## src/rtl/frame_decode.sv

```systemverilog
// frame_decode: turns Modified Miller sequences (X/Y/Z/ERROR) into SOC, data bit, EOC and error events.
// Define FRAME_DECODE_PARITY_EN to mark every 9th bit as parity and check odd parity.
module frame_decode #(
  parameter int BIT_COUNT_WIDTH = 10
) (
  input  logic                       clk,
  input  logic                       rst,
  input  logic [1:0]                 seq,
  input  logic                       seq_valid,
  input  logic                       idle,
  output logic                       soc,
  output logic                       eoc,
  output logic                       data_bit,
  output logic                       data_valid,
  output logic [BIT_COUNT_WIDTH-1:0] bit_count,
  output logic                       error,
  output logic                       is_parity,
  output logic                       parity_error
);

  localparam logic [1:0] SEQ_X   = 2'd0;
  localparam logic [1:0] SEQ_Y   = 2'd1;
  localparam logic [1:0] SEQ_Z   = 2'd2;
  localparam logic [1:0] SEQ_ERR = 2'd3;

  typedef enum logic [1:0] {
    IDLE,
    SOF_SEEN,
    DATA,
    DRAIN
  } state_t;

  state_t state;
  logic   pend;
  logic   idle_q;
  logic   idle_rise;
  logic   cnt_full;

  assign idle_rise = idle && !idle_q;
  assign cnt_full  = &bit_count;

`ifdef FRAME_DECODE_PARITY_EN
  logic [3:0] mod9;
  logic       par_acc;
`else
  assign is_parity    = 1'b0;
  assign parity_error = 1'b0;
`endif

  // A bit stays pending until the next sequence shows it is not the EOC zero.
  always_ff @(posedge clk or posedge rst) begin
    if (rst) begin
      state      <= IDLE;
      pend       <= 1'b0;
      idle_q     <= 1'b0;
      soc        <= 1'b0;
      eoc        <= 1'b0;
      error      <= 1'b0;
      data_valid <= 1'b0;
      data_bit   <= 1'b0;
      bit_count  <= '0;
`ifdef FRAME_DECODE_PARITY_EN
      mod9         <= 4'd0;
      par_acc      <= 1'b0;
      is_parity    <= 1'b0;
      parity_error <= 1'b0;
`endif
    end else begin
      soc        <= 1'b0;
      eoc        <= 1'b0;
      error      <= 1'b0;
      data_valid <= 1'b0;
`ifdef FRAME_DECODE_PARITY_EN
      is_parity    <= 1'b0;
      parity_error <= 1'b0;
`endif
      idle_q <= idle;
      unique case (state)
        IDLE: begin
          if (seq_valid && seq == SEQ_Z) begin
            soc       <= 1'b1;
            bit_count <= '0;
            pend      <= 1'b0;
            state     <= SOF_SEEN;
`ifdef FRAME_DECODE_PARITY_EN
            mod9    <= 4'd0;
            par_acc <= 1'b0;
`endif
          end
        end
        SOF_SEEN: begin
          if (idle_rise) begin
            error <= 1'b1;
            pend  <= 1'b0;
            state <= IDLE;
          end else if (seq_valid) begin
            if (seq == SEQ_X || seq == SEQ_Z) begin
              pend  <= (seq == SEQ_X);
              state <= DATA;
            end else begin
              error <= 1'b1;
              state <= DRAIN;
            end
          end
        end
        DATA: begin
          if (idle_rise) begin
            error <= 1'b1;
            pend  <= 1'b0;
            state <= IDLE;
          end else if (seq_valid) begin
            if (seq == SEQ_ERR) begin
              error <= 1'b1;
              pend  <= 1'b0;
              state <= DRAIN;
            end else if (seq == SEQ_Y && !pend) begin
              eoc   <= 1'b1;
              pend  <= 1'b0;
              state <= DRAIN;
            end else begin
              data_valid <= 1'b1;
              data_bit   <= pend;
              pend       <= (seq == SEQ_X);
              if (!cnt_full) begin
                bit_count <= bit_count + 1'b1;
              end
`ifdef FRAME_DECODE_PARITY_EN
              if (mod9 == 4'd8) begin
                is_parity    <= 1'b1;
                parity_error <= ~(par_acc ^ pend);
                mod9         <= 4'd0;
                par_acc      <= 1'b0;
              end else begin
                mod9    <= mod9 + 1'b1;
                par_acc <= par_acc ^ pend;
              end
`endif
            end
          end
        end
        DRAIN: begin
          if (idle) begin
            state <= IDLE;
          end
        end
        default: state <= IDLE;
      endcase
    end
  end

endmodule

```

## config.mk

```make
export PLATFORM = sky130hd
export DESIGN_NAME = frame_decode
export DESIGN_NICKNAME = d
export VERILOG_FILES = /design/src/rtl/frame_decode.sv
export SDC_FILE = /design/constraint.sdc
export NUM_CORES = 1
export LEC_CHECK = 0
export ABC_AREA = 1
export BUFFER_PORTS_ARGS = -buffer_cell sky130_fd_sc_hd__clkbuf_2
export CAP_MARGIN = 20
export CORE_UTILIZATION = 49
export DETAILED_ROUTE_END_ITERATION = 7
export PLACE_DENSITY = 0.79
export SLEW_MARGIN = 10
export SYNTH_ARGS = -nofsm -noshare
export SYNTH_HDL_FRONTEND = slang
export SYNTH_SLANG_ARGS = --single-unit
```

## constraint.sdc

```tcl
create_clock -name clk -period 1.7 [get_ports clk]
set_clock_uncertainty 0.2 [all_clocks]
set_input_delay 0.085 -clock clk [delete_from_list [all_inputs] [get_ports clk]]
set_output_delay 0.085 -clock clk [all_outputs]
set_load 0.03 [all_outputs]
```

-- Word level (Yosys, flattened, before mapping)
Index checks and enable logic that the tools add are counted.
- add/sub/neg operators: 1
- eq/ne operators: 17
- muxes and demuxes: 45
- bitwise logic cells: 3
- reductions and logical operators: 15
- operator list (kind ; count):
    two-way mux 10 bit ; 6
    two-way mux 1 bit ; 27
    case mux 10 bit (2 select lines) ; 1
    two-way mux 2 bit ; 8
    AND reduction 5 bit ; 3
    inequality test 2 bit (second input constant) ; 7
    adder 10 x 1 -> 10 bit (second input constant) ; 1
    AND reduction 10 bit ; 1
    inequality test 3 bit (second input constant) ; 3
    equality test 2 bit (second input constant) ; 4
    case mux 2 bit (4 select lines) ; 1
    AND reduction 7 bit ; 1
    equality test 2 x 1 -> 1 bit (second input constant) ; 2
    logical NOT 2 bit ; 2
    inequality test 4 bit (second input constant) ; 1
    logical AND 1 bit ; 3
    inverter 1 bit ; 3
    case mux 1 bit (3 select lines) ; 1
    nonzero test 3 bit ; 1
    logical NOT 1 bit ; 2
    case mux 1 bit (2 select lines) ; 1
    nonzero test 2 bit ; 1
    logical OR 1 bit ; 1
- register bits: 19
- input port bits: 6
- output and inout port bits: 17

-- Depth between registers and ports, before layout
- depth in word-level cells: 7
- gate-level depth with buffers: 10

-- Least setup slack after synthesis
OpenSTA, ideal clock, no wires.
- path type: flip-flop to flip-flop
- start: reg bit_count[0]
- end: reg bit_count[8]
- setup time: 65 ps
- arrival time: 1440 ps
- required time: 1435 ps
- path slack: -5 ps
- stages on the path, launching flop included: 10
- period minus slack after synthesis: 1705 ps
- cell sequence: dfrtp_1 > ha_1 > nand2_2 > nor2_4 > nand4_1 > nand2_1 > nand2_2 > nand2_4 > nand2_1 > nand2_1
- cells in the longest elaborated chain, start to end: 7
- elaborated cells on any way between the ends: 10
- those cells by class: 1 x add/sub; 1 x eq/ne; 6 x mux; 2 x reduce/logical
- RTL lines (item ; line ; text):
    start: declaration ; 15 ; output logic [BIT_COUNT_WIDTH-1:0] bit_count,
    start signal: assignment ; 125 ; bit_count <= bit_count + 1'b1;
    adder 10 x 1 -> 10 bit ; 125 ;
    two-way mux 10 bit ; 124 ; if (!cnt_full) begin
    two-way mux 10 bit ; 116 ; end else if (seq == SEQ_Y && !pend) begin
    two-way mux 10 bit ; 112 ; if (seq == SEQ_ERR) begin
    two-way mux 10 bit ; 111 ; end else if (seq_valid) begin
    two-way mux 10 bit ; 107 ; if (idle_rise) begin
    case mux 10 bit (2 select lines) ; 78 ; unique case (state)
Several ways; a longest one is shown, not always the timed one. The select of a mux whose other input is x is not followed.
A chain may end at the register's enable or synchronous reset.

-- Final worst setup path
- start: reg state[1]
- end: reg bit_count[8]
- cells in the longest elaborated chain, start to end: 3
- elaborated cells on any way between the ends: 11
- those cells by class: 7 x eq/ne; 1 x mux; 3 x reduce/logical
- RTL lines (item ; line ; text):
    start: declaration ; 33 ; state_t state;
    start signal: assignment ; 53 ; state <= IDLE;
    start signal: assignment ; 84 ; state <= SOF_SEEN;
    start signal: assignment ; 95 ; state <= IDLE;
    equality test 2 bit or logical NOT 2 bit (tied branches) ; 78 ;
    inequality test 2 bit (no source line) or nonzero test 2 bit (tied branches) ; -- ;
    AND reduction 7 bit (no source line) ; -- ;
Several ways; a longest one is shown, not always the timed one.

==> summary by stage <==
STA
The worst path needs ~1.6 ns of the cycle, external delays included. In the finished design, the share of the clock period the worst path needs comes to a little over nine tenths. The count of final max-slew check failures is 0.

The highest achievable clock rate is between 600 and 700 MHz. Setup violations remaining at the end of the flow were counted as 0. Setup repair after global routing could not meet its margin everywhere.

The final hold violation count is 0. The sum of negative setup slack is 0 ns. Setup slack on the critical path of the routed design comes to between 0.06 and 0.07 ns.

The worst hold slack is 0.121 ns.

Worst setup path
Together, buffers and inverters on the worst path number 1. The biggest cell delay along the critical path is 0.46 ns. The slowest cell on the critical path is dfrtp_2.

The endpoint required time on the critical path is roughly 1.7 ns. The worst setup path is launched from a register. The maximum net fanout on the critical path is 6.

The worst setup path is of the register to register kind. The arrival time of data at the critical path endpoint is 1.68 ns. STA classifies the critical path endpoint as a register. The most repeated library cell on the critical path is nand2_1. The category of cells accounting for the largest share of critical-path delay is simple AND/OR/NAND/NOR gates. Traced cell by cell, the critical path runs through ha_4 > buf_4 > nand4_1 > nand3_2 > nor2_4 > nand2_1 > nand2_1.

Detailed routing
The wire length after detailed routing is between 2 and 3 mm. Dividing the detail-routed wire length by the instance count gives ~12 um. The post-route DRC violation count is 0. For this block, the initial DRC count from the detailed router was 32. The number of optimization iterations in the first detailed-route pass is 4. For this block, the via count after detailed routing is about 1200. The per-cell via count in the routed design is 5.00. The count of antenna-violating nets left after detailed routing is 0.

Die
From left edge to right edge, the die measures between 50 and 60 um. The die covers approximately 0.0027 mm^2. The core region is approximately 0.0023 mm^2. The initial standard-cell utilization of the core is 53.6%. The count of standard-cell rows is 17. 23 I/O pins were placed. Measured along the y axis, the die boundary spans a little over 50 um.

Yosys
The sequential fraction of the synthesis area is a little under 40%. The synthesized netlist occupies a cell area of 0.00122 mm^2. The async set or reset register ratio after synthesis is 100%. The mean area per synthesized cell is ~7.2 um^2. The post-synthesis cell count is about 170. The count of flip-flops with a built-in enable after synthesis is 0. Among all flip-flop cells after synthesis, the most frequent one is dfrtp_1. Yosys printed 0 warnings. After synthesis the netlist holds a flip-flop and latch count of 19. The number of unique standard cell types used by synthesis is 26.

Placement
The HPWL after detailed placement is ~2 mm. The placed instance area is around 0.0014 mm^2. The routability congestion estimate is between 0.8 and 0.9. The setup slack at placement is just under 0.008 ns. Buffers placed on the I/O ports in this run total 20.

Power
The leakage power of the design is about 0.81 nW. The worst supply voltage drop on vdd is 0.796 mV. The power per cell area is 1090 mW/mm^2.

GRT
The number of antenna violations at the first check in global routing was 0. The pin count of the biggest net entering global routing is 12. Across every metal layer, demand over resource in global routing totals a little under a quarter.

The aggregate global routing overflow is 0. The first global-routing pass estimated approximately 4.5 mm of wire. The number of global-route vias before repair is 1088.

Clock network
The H-tree depth reported by CTS is 1. In this run, CTS created clock tree buffers numbering 3. The clock input transition at the sequential cells of the worst setup and hold paths is roughly 0.11 ns. The later-pin clock latency in the skew report is between 0.2 and 0.3 ns. The clock sink total is 19. The longest clock path from root to sink contains 2 buffers. The cell sitting at the root of the clock tree is a clkbuf_4. TritonCTS built the clock tree.

Final layout
The share of layout cells above drive strength 1 is between 20% and 30%. The final standard cell area without fillers is between 0.0015 and 0.002 mm^2. The growth of design area from synthesis to finish is 26.8%. After the last flow step, the layout net total stands at 218. The number of inserted diodes is 0.

Flow run
The number of maximum-capacitance constraint violations is 0.

Min path
The type of the most critical hold path is input port to async pin.

Run status
The run finished with clean final reports.
cell families after synthesis:
| group | Yosys count | synth area share, % |
|---|---|---|
| adder cells (fa/ha/maj) | 5 | 5.13 |
| AND/OR/NAND/NOR | 99 | 38.3 |
| AO/OA/AOI/OAI | 20 | 8.92 |
| flip-flops | 19 | 39.0 |
| other | 1 | 0.307 |
| buffers and inverters | 25 | 8.41 |
state kept, by name (all words and copies together), names as in the netlist:
register    count
eoc             1
data_bit        1
pend            1
state           2
data_valid      1
error           1
soc             1
idle_q          1
bit_count      10
routing by layer:
metal / global-route usage [%] / wire length (um)
met5: 0 / 0
met4: 7.21 / 30
met3: 3.22 / 88
met2: 40.8 / 1450
met1: 28.0 / 1230
worst paths after layout:
kind	cells after the start	end	slack, ns	start
worst max-delay path	7	bit_count[8]$_DFFE_PP0P_	0.06	state[1]$_DFFE_PP0P_
worst min-delay path	3	data_valid$_DFF_PP0_	0.12	rst
worst max register to register	7	bit_count[8]$_DFFE_PP0P_	0.06	state[1]$_DFFE_PP0P_
worst min register to register	2	data_bit$_DFFE_PP0P_	0.30	data_bit$_DFFE_PP0P_
max in group asynchronous	4	bit_count[8]$_DFFE_PP0P_	0.69	rst
min in group clk	2	idle_q$_DFF_PP0_	0.24	idle
area by class of cell:
cell class	instances	area [um^2]
Fill cell	197	729
Sequential cell	19	478
Inverter	22	82.6
Tap cell	28	35.0
Multi-Input combinational cell	127	704
Timing Repair Buffer	34	220
Clock buffer	4	26.3
cell usage in the layout, fill, tap and decap left out, types with 3 or more instances in the layout:
| cell | synthesis | routed |
|---|---|---|
| dlygate4sd3_1 | 0 | 6 |
| nand2_1 | 57 | 57 |
| nor2_4 | 4 | 6 |
| buf_4 | 2 | 8 |
| inv_1 | 18 | 16 |
| dfrtp_1 | 19 | 17 |
| o21ai_0 | 4 | 4 |
| nand3_2 | 2 | 3 |
| inv_2 | 4 | 6 |
| o21ai_1 | 5 | 4 |
| clkbuf_4 | 0 | 3 |
| nand2_2 | 4 | 4 |
| nand4_1 | 3 | 3 |
| nand3_1 | 5 | 4 |
| a21oi_1 | 8 | 7 |
| clkbuf_2 | 0 | 20 |
| nor2_1 | 16 | 16 |
metrics by stage:
step	instances	total power [mW]	util (%)
3_5_place_dp	222	1.33	61.2
6_report	234	1.69	67.9
5_1_grt	234	1.82	67.9
3_3_place_gp	222	1.31	61.2
2_1_floorplan	170	1.12	-
4_1_cts	234	1.60	66.2
timing repair:
action | in CTS | in global routing
pin swaps | 1 | 5
hold buffers | 7 | 0
resized for setup | 3 | 11
endpoints found under the setup margin | 10 | 14
buffers inserted | 0 | 1
hold endpoints to repair | 24 | 0
cloned | 1 | 0
cells in the mapped netlist, types with 2 or more instances:
library cell	instances	area share [%]
nand2_2	4	2.1
inv_2	4	1.2
nand3_1	5	2.1
nand2_1	57	18
dfrtp_1	19	39
ha_1	5	5.1
nor2_1	16	4.9
nor3_1	2	0.82
nand3_2	2	1.6
buf_4	2	1.2
nor2_4	4	3.7
nand3b_1	2	1.2
o21ai_0	4	1.6
o21ai_1	5	2.1
a21oi_1	8	3.3
nand4_1	3	1.5
inv_1	18	5.5
tightest hold or removal path, cell delays in order:
cell and delay (ns):
dlygate4sd3_1 0.54, clkbuf_2 0.11, inv_1 0.33
report_power, final:
part / switching (mW) / internal, mW
Combinational: 0.581 / 0.324
Sequential: 0.0362 / 0.513
Clock: 0.142 / 0.0913
Power figures use the tool's default switching activity.
